===== config.mk =====
export PLATFORM = sky130hd
export DESIGN_NAME = flake_spawn_sched
export DESIGN_NICKNAME = d
export VERILOG_FILES = /design/src/rtl/flake_spawn_sched.sv
export SDC_FILE = /design/constraint.sdc
export NUM_CORES = 1
export LEC_CHECK = 0
export CORE_MARGIN = 3
export CORE_UTILIZATION = 45
export DETAILED_ROUTE_END_ITERATION = 8
export GPL_TIMING_DRIVEN = 0
export PLACE_DENSITY = 0.89
export SYNTH_ARGS = -nofsm -noshare
export SYNTH_HDL_FRONTEND = slang
export SYNTH_SLANG_ARGS = --single-unit

===== constraint.sdc =====
create_clock -name clk_i -period 3.9 [get_ports clk_i]
set_clock_uncertainty 0.2 [all_clocks]
set_input_delay 0.78 -clock clk_i [delete_from_list [all_inputs] [get_ports clk_i]]
set_output_delay 0.78 -clock clk_i [all_outputs]
set_load 0.005 [all_outputs]

===== src/rtl/flake_spawn_sched.sv =====
// Spawn scheduler: shares one LFSR among N_REQ flake slots, granting a per-frame
// budget of spawns round-robin and shaping each fresh random word into column/speed.
module flake_spawn_sched #(
  parameter  int N_REQ = 4,
  parameter  int X_MAX = 639,
  localparam int IDW   = $clog2(N_REQ)
) (
  input  logic             clk_i,
  input  logic             rst_i,
  input  logic             frame_tick_i,
  input  logic [3:0]       level_i,
  input  logic [N_REQ-1:0] req_i,
  input  logic [23:0]      rand_in_i,
  output logic             lfsr_adv_o,
  output logic [N_REQ-1:0] grant_o,
  output logic             spawn_valid_o,
  output logic [9:0]       spawn_x_o,
  output logic [2:0]       spawn_speed_o,
  output logic [IDW-1:0]   spawn_id_o
);

  typedef enum logic [1:0] {IDLE, ADV, WAIT, ISSUE} state_e;

  localparam logic [N_REQ-1:0] ONE_HOT0 = N_REQ'(1);

  state_e           state_q;
  logic [3:0]       budget_q, quota_d;
  logic [IDW-1:0]   rr_ptr_q, winner_q, win_d, idx;
  logic             win_found_d;
  logic             lfsr_adv_q, spawn_valid_q;
  logic [N_REQ-1:0] grant_q;
  logic [9:0]       raw, spawn_x_q, spawn_x_d;
  logic [2:0]       spawn_speed_q;
  logic [IDW-1:0]   spawn_id_q;
  logic             unused_rand;

  assign unused_rand = ^rand_in_i[23:13];
  assign quota_d     = (level_i > 4'd8) ? 4'd8 : level_i;

  // Columns above X_MAX drop by 512, which always lands inside 0..511.
  assign raw       = rand_in_i[9:0];
  assign spawn_x_d = (raw > 10'(X_MAX)) ? raw - 10'd512 : raw;

  // Round-robin: first requester at or above rr_ptr, wrapping (N_REQ is a power of two).
  always_comb begin
    win_found_d = 1'b0;
    win_d       = '0;
    idx         = '0;
    for (int k = 0; k < N_REQ; k++) begin
      idx = rr_ptr_q + IDW'(k);
      if (!win_found_d && req_i[idx]) begin
        win_found_d = 1'b1;
        win_d       = idx;
      end
    end
  end

  always_ff @(posedge clk_i or negedge rst_i) begin
    if (!rst_i) begin
      state_q       <= IDLE;
      budget_q      <= '0;
      rr_ptr_q      <= '0;
      winner_q      <= '0;
      lfsr_adv_q    <= 1'b0;
      grant_q       <= '0;
      spawn_valid_q <= 1'b0;
      spawn_x_q     <= '0;
      spawn_speed_q <= '0;
      spawn_id_q    <= '0;
    end else begin
      lfsr_adv_q    <= 1'b0;
      grant_q       <= '0;
      spawn_valid_q <= 1'b0;
      case (state_q)
        IDLE: if (budget_q != 4'd0 && win_found_d) begin
          state_q    <= ADV;
          winner_q   <= win_d;
          lfsr_adv_q <= 1'b1;
        end
        ADV:  state_q <= WAIT;
        // rand_in has settled after the advance; capture it into the ISSUE outputs.
        WAIT: begin
          state_q       <= ISSUE;
          spawn_valid_q <= 1'b1;
          grant_q       <= ONE_HOT0 << winner_q;
          spawn_x_q     <= spawn_x_d;
          spawn_speed_q <= rand_in_i[12:10] | 3'b001;
          spawn_id_q    <= winner_q;
        end
        ISSUE: begin
          state_q  <= IDLE;
          rr_ptr_q <= winner_q + 1'b1;
        end
        default: state_q <= IDLE;
      endcase
      // A reload in the ISSUE cycle wins over the decrement.
      if (frame_tick_i)
        budget_q <= quota_d;
      else if (state_q == ISSUE && budget_q != 4'd0)
        budget_q <= budget_q - 4'd1;
    end
  end

  assign lfsr_adv_o    = lfsr_adv_q;
  assign grant_o       = grant_q;
  assign spawn_valid_o = spawn_valid_q;
  assign spawn_x_o     = spawn_x_q;
  assign spawn_speed_o = spawn_speed_q;
  assign spawn_id_o    = spawn_id_q;

endmodule


==> flow_metrics.env, run 1 <==
export IMPL_status="complete, no violations"
export IMPL_synth_cell_type_count=32
export IMPL_ant_nets=0
export IMPL_cts_tree="done"
export IMPL_synthFlopType="dfrtp_1"
export IMPL_tns_ns=0
export IMPL_grt_max_degree=32
export IMPL_initial_utilization_pct=50.0
export IMPL_crit_type="reg -> out"
export IMPL_track_usage_pct=16.9
export IMPL_slew_violations=0
export IMPL_yosys_warnings=0
export IMPL_post_cts_buffers=0
export IMPL_synth_largest_area_cell="dfrtp_1"
export IMPL_grt_overflow=0
export IMPL_grt_pass1_vias=1115
export IMPL_crit_slowest_cell="clkdlybuf4s50_1"
export IMPL_drc=0
export IMPL_drt_iter0_markers=28
export IMPL_port_buffers=42
export IMPL_syn_area_per_cell_um2=12.4
export IMPL_finalSetupViolCount=0
export IMPL_wl_per_cell_um=14.3
export IMPL_syn2layout_area_growth_pct=36.1
export IMPL_vias=1061
export IMPL_r2r_cells=5
export IMPL_sw_frac_of_total_pct=31.5
export IMPL_p_per_area_nw_per_um2=682
export IMPL_critPathTopFamily="buffers and inverters"
export IMPL_hold_viol=0
export IMPL_ios=56
export IMPL_peakVddDrop_v=0.000366
export IMPL_p_int_uw=924
export IMPL_path_cells="clkdlybuf4s50_1"
export IMPL_path_depth=1
export IMPL_clk_pin_slew_ns=0.09
export IMPL_cts_buffers=5
export IMPL_ctsResizeCount=0
export IMPL_relSlewSlack_pct=55.6
export IMPL_synth_most_common_cell="dfrtp_1"
export IMPL_dieArea_um2=3940
export IMPL_rsz0062_at_grt="false"
export IMPL_cts_path_max_buffers=2
export IMPL_hold_class="in -> async"
export IMPL_ctsRootBufferMaster="clkbuf_4"
export IMPL_reg2reg_slack_ns=1.93
export IMPL_period_share_pct=55.7
export IMPL_start_kind="flop"
export IMPL_power_switching_uw=424
export IMPL_gp_congestion=0.821
export IMPL_worstSkewPairLatency_ns=0.32
export IMPL_r2r_end="budget_q[3]"
export IMPL_arrival_ns=1.19
export IMPL_pre_cts_ws_ns=1.29
export IMPL_htreeDepth=2
export IMPL_clock_sinks=31
export IMPL_finalWirelength_um=2980
export IMPL_timing_final_ws_setup_ns=1.73
export IMPL_maxClockFrequency_mhz=460
export IMPL_rows=19
export IMPL_ys_async_sr_fraction_pct=100
export IMPL_yosysSeqAreaShare_pct=53.4
export IMPL_synth_top_cell_area_share_pct=53.4
export IMPL_syn_inst=117
export IMPL_worst_pin_slew_ns=0.666
export IMPL_nNetsFinal=209
export IMPL_worst_setup_path_end_kind="output port"
export IMPL_pwr_share_clk_pct=13.6
export IMPL_cap_viol_max_count=0
export IMPL_path_buf_inv=1
export IMPL_crit_required_ns=2.92
export IMPL_synth_edf_count=0
export IMPL_coreArea_um2=2900
export IMPL_critPathMaxStageDelay_ns=0.52
export IMPL_ys_ff_latch=31
export IMPL_r2r_start="state_q[1]"
export IMPL_final_instance_count_excl_fill=208
export IMPL_post_dp_hpwl_um=2340
export IMPL_dp_cells=201
export IMPL_synth_area_top_cells="dfrtp_1, mux2_2, ha_1"
export IMPL_n_antenna_cell=0
export IMPL_drive_gt1_share_pct=19.9
export IMPL_crit_fanout=2
export IMPL_die_w_um=62.8
export IMPL_via_per_inst=5.10
export IMPL_holdBufCountCts=0
export IMPL_power_frac_seq_pct=40.5
export IMPL_leakage_nw=0.857
export IMPL_synthTopCellsByCount="dfrtp_1, mux2_2, inv_1, ha_1, a21oi_1"
export IMPL_syn_cell_area_um2=1450
export IMPL_pwr_share_comb_pct=46.0
export IMPL_dr_pass1_iters=4
export IMPL_die_h_um=62.8
export IMPL_min_period_ns=2.17
export IMPL_grt_first_pass_wirelength_um=5100
export IMPL_syn_nets=160
export IMPL_antenna_found_initial=0
[area by class of cell]
type | count | area [µm²]
inverters | 10 | 37.5
repair buffers | 42 | 415
multi-input cells | 71 | 611
well taps | 42 | 52.6
clock inverters | 1 | 5.00
flip-flops and latches | 31 | 776
plain buffers | 5 | 27.5
fillers | 233 | 925
clock buffers | 6 | 51.3
[kinds of logic after synthesis]
family,after synthesis,synth area share [%]
DFF,31,53.4
and+or+nand+nor,25,11.6
muxes,20,15.4
AOI/OAI and AO/OA,18,8.19
buffers and inverters,15,4.48
adders and majority gates,8,6.90
[registers in the layout, summed over array words and instances (netlist names), 2 cells and up]
| name | flops |
|---|---|
| spawn_x_o | 10 |
| budget_q | 4 |
| grant_o | 4 |
| spawn_speed_o | 3 |
| rr_ptr_q | 2 |
| spawn_id_o | 2 |
| state_q | 2 |
| winner_q | 2 |
[placed cells by master (no fill, tap or decap), types with 2 or more instances in the layout]
cell type	count
inv_1	10
buf_2	2
clkdlybuf4s50_1	41
and2_1	4
nand2_1	3
dfrtp_1	31
o21ai_0	3
ha_1	8
nor3b_1	2
nand2b_1	2
nand3b_1	2
mux2_2	19
o31ai_1	4
a21oi_1	6
nor2_1	3
clkbuf_1	2
clkbuf_4	5
[metal layers]
metal  up-vias  GRT usage (%)  share of wire, %
met3         6           6.47               6.5
met4         0           5.79               1.4
met1       507           15.9                38
met5         -              0                 0
met2        42           32.6                54
li1        506              -                 -
[power by group through the flow]
stage	logic (mW)	clock network [mW]	registers [mW]
final	0.619	0.183	0.545
after floorplan	0.326	0	0.545
after global placement	0.595	0	0.538
after CTS	0.631	0.192	0.546
after global routing	0.684	0.206	0.563
after detailed placement	0.626	0	0.554
[stage by stage]
step	power [mW]	cell area (µm²)	hold WS [ns]	util [%]
finish	1.35	1980	0.282	68.1
global route	1.45	1980	0.315	68.1
CTS	1.37	1980	0.295	68.3
detailed placement	1.18	1920	0.273	66.4
global placement	1.13	1920	0.252	66.4
floorplan	0.871	1450	0.262	-
[worst max-delay path by stage]
stage                        from            end  slack, ns
floorplan                req_i[0]     state_q[0]       2.02
finish              spawn_id_o[0]  spawn_id_o[0]       1.73
global placement            rst_i    rr_ptr_q[0]       1.36
detailed placement          rst_i    budget_q[3]       1.29
CTS                         rst_i    budget_q[3]       1.66
global route         spawn_x_o[1]   spawn_x_o[1]       1.67
(Power assumes the default switching activity.)
==> run 2: changes to the inputs <==
--- a/config.mk
+++ b/config.mk
@@ -6,10 +6,10 @@
 export NUM_CORES = 1
 export LEC_CHECK = 0
 export CORE_MARGIN = 3
-export CORE_UTILIZATION = 45
+export CORE_UTILIZATION = 39
 export DETAILED_ROUTE_END_ITERATION = 8
 export GPL_TIMING_DRIVEN = 0
-export PLACE_DENSITY = 0.89
+export PLACE_DENSITY = 0.82
 export SYNTH_ARGS = -nofsm -noshare
 export SYNTH_HDL_FRONTEND = slang
 export SYNTH_SLANG_ARGS = --single-unit
==> constraint.sdc (replaced) <==
create_clock -name clk_i -period 1.9 [get_ports clk_i]
set_clock_uncertainty 0.2 [all_clocks]
set_input_delay 0.38 -clock clk_i [delete_from_list [all_inputs] [get_ports clk_i]]
set_output_delay 0.38 -clock clk_i [all_outputs]
set_load 0.005 [all_outputs]
==> run 2 against run 1 <==
Flip-flop and latch count unchanged. Largest cell class unchanged. Combinational power up 130%. Critical endpoint is now budget_q[0]. First-iteration DRC count up 39%. Total power up 130%. Clock power rose to 3.0 times the previous value. Count of clock-buffer cells in the layout up 2.
==> flow_metrics.env, run 2 (synthesized netlist as in run 1, its figures left out) <==
export IMPL_ctsRootBufferMaster="clkbuf_8"
export IMPL_post_dp_hpwl_um=2130
export IMPL_cts_buffers=5
export IMPL_relSlewSlack_pct=56.4
export IMPL_power_frac_seq_pct=36.6
export IMPL_cts_tree="done"
export IMPL_drive_gt1_share_pct=25.4
export IMPL_worstHoldStart="spawn_speed_o[0]"
export IMPL_grt_pass1_vias=1006
export IMPL_peakVddDrop_v=0.000421
export IMPL_ant_nets=0
export IMPL_finalWirelength_um=3080
export IMPL_seq_area_um2=776
export IMPL_vias=1111
export IMPL_clk_pin_slew_ns=0.06
export IMPL_power_switching_uw=926
export IMPL_largest_register_ffs=10
export IMPL_syn2layout_area_growth_pct=45.6
export IMPL_multi_input_area_um2=644
export IMPL_p_per_area_nw_per_um2=1450
export IMPL_p_int_mw=2.15
export IMPL_nNetsFinal=215
export IMPL_critPathMaxStageDelay_ns=0.40
export IMPL_hold_depth=1
export IMPL_port_buffers=42
export IMPL_ios=56
export IMPL_r2r_cells=6
export IMPL_period_share_pct=98.2
export IMPL_cap_viol_max_count=0
export IMPL_gp_congestion=0.768
export IMPL_initial_utilization_pct=41.8
export IMPL_worst_pin_slew_ns=0.654
export IMPL_fin_util_pct=60.9
export IMPL_drc=0
export IMPL_hold_viol=0
export IMPL_r2r_end="budget_q[0]"
export IMPL_track_usage_pct=13.8
export IMPL_crit_slowest_cell="dfrtp_1"
export IMPL_die_w_um=67.0
export IMPL_leakage_nw=0.912
export IMPL_cts_path_max_buffers=2
export IMPL_die_h_um=67.0
export IMPL_num_fill_cells=273
export IMPL_coreArea_um2=3470
export IMPL_arrival_ns=1.83
export IMPL_crit_type="reg -> reg"
export IMPL_wl_per_cell_um=14.1
export IMPL_path_cells="inv_2 -> ha_4 -> or3b_1 -> buf_6 -> and3_4 -> o31a_1"
export IMPL_pwr_share_clk_pct=18.0
export IMPL_grt_max_degree=32
export IMPL_hold_class="reg -> reg"
export IMPL_layout_commonest_cell="clkdlybuf4s50_1"
export IMPL_mostFrequentLayoutCells="clkdlybuf4s50_1, dfrtp_1, mux2_2"
export IMPL_min_period_ns=1.86
export IMPL_pwr_share_comb_pct=45.4
export IMPL_grt_overflow=0
export IMPL_worst_setup_path_end_kind="flop"
export IMPL_status="complete, no violations"
export IMPL_grt_first_pass_wirelength_um=4510
export IMPL_dieArea_um2=4490
export IMPL_antenna_found_initial=0
export IMPL_maxClockFrequency_mhz=536
export IMPL_slew_violations=0
export IMPL_dr_pass1_iters=5
export IMPL_rows=21
export IMPL_htreeDepth=2
export IMPL_worstSkewPairLatency_ns=0.28
export IMPL_crit_required_ns=1.87
export IMPL_drt_iter0_markers=39
export IMPL_start_kind="flop"
export IMPL_clock_sinks=31
export IMPL_tns_ns=0
export IMPL_sw_frac_of_total_pct=30.1
export IMPL_crit_fanout=7
export IMPL_r2r_start="budget_q[0]"
export IMPL_n_antenna_cell=0
export IMPL_via_per_inst=5.07
export IMPL_hold_end="spawn_speed_o[0]"
export IMPL_reg2reg_slack_ns=0.04
export IMPL_finalSetupViolCount=0
run 2: cell count changes in the layout (fill, tap and decap cells not counted), moves of 2 or more:
| cell | change |
|---|---|
| inv_2 | +2 |
| ha_1 | -2 |
| clkbuf_4 | -5 |
| buf_4 | +5 |
| inv_1 | -2 |
| clkbuf_8 | +6 |
run 2: timing repair:
item / 4_1_cts / 5_1_grt
buffers inserted: 0 / 5
resized for setup: 7 / 5
pin swaps: 1 / 1
gates cloned: 0 / 0
endpoints found under the hold margin: 0 / 31
setup endpoints to repair: 2 / 13
hold buffers: 0 / 1
run 2: final cells by class:
cell class | count | area share (%)
buffer | 5 | 1.66
clock buffer | 8 | 4.74
inverter | 10 | 1.78
multi-input combinational | 71 | 30.5
sequential | 31 | 36.7
tap | 46 | 2.72
timing repair buffer | 48 | 21.9
run 2: how the worst max path moves through the flow:
stage / from / slack, ns / endpoint / cells past startpoint
finish: budget_q[0] / 0.04 / budget_q[0] / 6
global route: budget_q[0] / -0.03 / budget_q[0] / 6
CTS: budget_q[0] / 0.007 / budget_q[0] / 6
detailed placement: rst_i / -0.26 / budget_q[2] / 1
global placement: rst_i / -0.23 / budget_q[2] / 1
floorplan: state_q[1] / 0.07 / budget_q[3] / 5
run 2: layer usage:
layer	part of all wire (%)	wire length (µm)	global-route usage, %	vias up
li1	-	-	-	517
met1	40	1250	15.4	534
met2	49	1500	23.3	56
met3	9.3	286	5.06	4
met4	1.6	48	6.08	0
met5	0	0	0	-
run 2: power groups by stage:
stage | Combinational (mW) | Sequential [mW] | Clock [mW]
6_report | 1.40 | 1.12 | 0.554
4_1_cts | 1.31 | 1.14 | 0.571
2_1_floorplan | 0.669 | 1.12 | 0
3_5_place_dp | 1.27 | 1.14 | 0
3_3_place_gp | 1.22 | 1.11 | 0
5_1_grt | 1.53 | 1.16 | 0.607
run 2: worst max-delay path: cells and delay by family (launching register included):
| family | cells | cell delay (ns) |
|---|---|---|
| simple gates | 2 | 0.53 |
| flops | 1 | 0.40 |
| fa+ha+maj | 1 | 0.14 |
| buf+inv | 2 | 0.23 |
| compound gates | 1 | 0.24 |
run 2: per-stage QoR:
| step | hold WS (ns) | instances | power [mW] | instance area (µm²) | setup WS (ns) |
|---|---|---|---|---|---|
| 2_1_floorplan | -0.116 | 117 | 1.79 | 1450 | 0.0706 |
| 3_3_place_gp | 0.253 | 205 | 2.33 | 1930 | -0.226 |
| 3_5_place_dp | 0.261 | 205 | 2.41 | 1930 | -0.258 |
| 4_1_cts | 0.278 | 213 | 3.02 | 2060 | 0.00740 |
| 5_1_grt | 0.298 | 219 | 3.30 | 2110 | -0.0343 |
| 6_report | 0.274 | 219 | 3.07 | 2110 | 0.0351 |
==> run 3: changes to the inputs <==
--- a/config.mk
+++ b/config.mk
@@ -5,6 +5,7 @@
 export SDC_FILE = /design/constraint.sdc
 export NUM_CORES = 1
 export LEC_CHECK = 0
+export CORE_ASPECT_RATIO = 0.75
 export CORE_MARGIN = 3
 export CORE_UTILIZATION = 39
 export DETAILED_ROUTE_END_ITERATION = 8
==> run 3 against run 2 <==
Final area decreased by 1.6%. Die area rose by 0.16%. Clock power fell by 10%. Sequential power is essentially flat. Global-route usage rose by 2.0 points. Non-clock buffer count shrank 2. Register-to-register slack hardly changed. Critical endpoint unchanged. Hold slack improved by 0.0044 ns. First-iteration DRC count rose by 7.7%. Highest routed layer unchanged. Via count is 2.3% lower.
==> flow_metrics.env, run 3 (synthesized netlist as in run 1, its figures left out) <==
export IMPL_status="complete, no violations"
export IMPL_grt_max_degree=32
export IMPL_rsz0062_at_grt="false"
export IMPL_slew_violations=0
export IMPL_layout_commonest_cell="clkdlybuf4s50_1"
export IMPL_ios=56
export IMPL_cts_path_max_buffers=2
export IMPL_initial_utilization_pct=42.4
export IMPL_drt_iter0_markers=42
export IMPL_vias=1086
export IMPL_reg2reg_slack_ns=0.05
export IMPL_grt_first_pass_wirelength_um=5490
export IMPL_peakVddDrop_v=0.000702
export IMPL_period_share_pct=97.6
export IMPL_p_int_mw=2.05
export IMPL_port_buffers=42
export IMPL_finalSetupViolCount=0
export IMPL_timing_hold_ws_ns=0.279
export IMPL_grt_pass1_vias=1160
export IMPL_die_w_um=76.4
export IMPL_power_frac_seq_pct=37.4
export IMPL_p_per_area_nw_per_um2=1440
export IMPL_hold_end="spawn_speed_o[0]"
export IMPL_hold_depth=1
export IMPL_cts_tree="done"
export IMPL_worst_pin_slew_ns=0.661
export IMPL_antenna_found_initial=0
export IMPL_clock_sinks=31
export IMPL_relSlewSlack_pct=55.9
export IMPL_dp_cells=209
export IMPL_crit_fanout=7
export IMPL_wl_per_cell_um=14.5
export IMPL_cap_viol_max_count=0
export IMPL_die_h_um=58.8
export IMPL_min_period_ns=1.85
export IMPL_start_kind="flop"
export IMPL_drc=0
export IMPL_dieArea_um2=4500
export IMPL_n_antenna_cell=0
export IMPL_rows=18
export IMPL_maxClockFrequency_mhz=539
export IMPL_multi_input_area_um2=643
export IMPL_ant_nets=0
export IMPL_crit_type="reg -> reg"
export IMPL_r2r_start="budget_q[0]"
export IMPL_nNetsFinal=213
export IMPL_timing_final_ws_setup_ns=0.0457
export IMPL_fin_util_pct=60.7
export IMPL_pwr_share_comb_pct=46.0
export IMPL_arrival_ns=1.82
export IMPL_drive_gt1_share_pct=24.0
export IMPL_htreeDepth=2
export IMPL_mostFrequentLayoutCells="clkdlybuf4s50_1, dfrtp_1, mux2_2"
export IMPL_tns_ns=0
export IMPL_post_dp_hpwl_um=2410
export IMPL_num_fill_cells=285
export IMPL_final_instance_count_excl_fill=221
export IMPL_power_switching_uw=947
export IMPL_seq_area_um2=776
export IMPL_ctsRootBufferMaster="clkbuf_8"
export IMPL_grt_overflow=0
export IMPL_largest_register_ffs=10
export IMPL_coreArea_um2=3420
export IMPL_syn2layout_area_growth_pct=43.3
export IMPL_r2r_end="budget_q[0]"
export IMPL_cts_buffers=5
export IMPL_sw_frac_of_total_pct=31.6
export IMPL_dr_pass1_iters=4
export IMPL_pwr_share_clk_pct=16.5
export IMPL_pre_cts_ws_ns=-0.271
export IMPL_hold_viol=0
export IMPL_worst_setup_path_end_kind="flop"
export IMPL_track_usage_pct=15.8
export IMPL_worstSkewPairLatency_ns=0.28
export IMPL_clk_pin_slew_ns=0.06
export IMPL_finalWirelength_um=3200
export IMPL_r2r_cells=6
export IMPL_gp_congestion=0.879
export IMPL_hold_class="reg -> reg"
export IMPL_worstHoldStart="spawn_speed_o[0]"
export IMPL_crit_required_ns=1.87
export IMPL_via_per_inst=4.91
export IMPL_leakage_nw=0.892
[run 3: how the worst max path moves through the flow]
stage | cells after the start | slack, ns | startpoint | endpoint
global placement | 1 | -0.22 | rst_i | budget_q[3]
global route | 6 | 0.007 | budget_q[0] | budget_q[0]
floorplan | 5 | 0.07 | state_q[1] | budget_q[3]
CTS | 6 | 0.01 | budget_q[1] | budget_q[0]
detailed placement | 1 | -0.27 | rst_i | budget_q[2]
finish | 6 | 0.05 | budget_q[0] | budget_q[0]
[run 3: through the flow]
| stage | instance area, µm² | total power, mW |
|---|---|---|
| global placement | 1930 | 2.34 |
| floorplan | 1450 | 1.79 |
| finish | 2080 | 3.00 |
| detailed placement | 1930 | 2.43 |
| global route | 2080 | 3.20 |
| CTS | 2050 | 2.98 |
[run 3: final cells by class]
type,count,share of cell area [%]
inverters,10,1.81
well taps,50,3.01
clock buffers,7,3.67
clock inverters,1,0.241
flip-flops and latches,31,37.3
multi-input cells,71,30.9
repair buffers,46,21.5
plain buffers,5,1.50
[run 3: critical path, stage by stage, from the launching register on]
cell	delay, ns
dfrtp_1	0.39
inv_2	0.09
ha_4	0.15
or3b_1	0.36
buf_6	0.15
and3_4	0.17
o31a_1	0.23
[run 3: per-layer routing]
layer  routed length [µm]  part of all wire, %  vias up  GRT usage (%)
met5                    0                    0        -              0
met4                   38                  1.2        0           5.68
met3                  164                  5.1        4           5.50
met2                 1740                   54       30           28.8
met1                 1260                   39      537           17.5
li1                     -                    -      515              -
[run 3: what timing repair did]
| action | 4_1_cts | 5_1_grt |
|---|---|---|
| endpoints found under the setup margin | 3 | 14 |
| hold endpoints to repair | 0 | 31 |
| hold buffers | 0 | 1 |
| pin swaps | 1 | 0 |
| gates resized for setup | 7 | 3 |
| setup buffers | 0 | 3 |
[run 3: power by group through the flow]
stage	clock [mW]	sequential (mW)	combinational, mW
finish	0.496	1.12	1.38
global route	0.535	1.16	1.50
CTS	0.508	1.14	1.34
detailed placement	0	1.14	1.29
global placement	0	1.11	1.23
floorplan	0	1.12	0.669
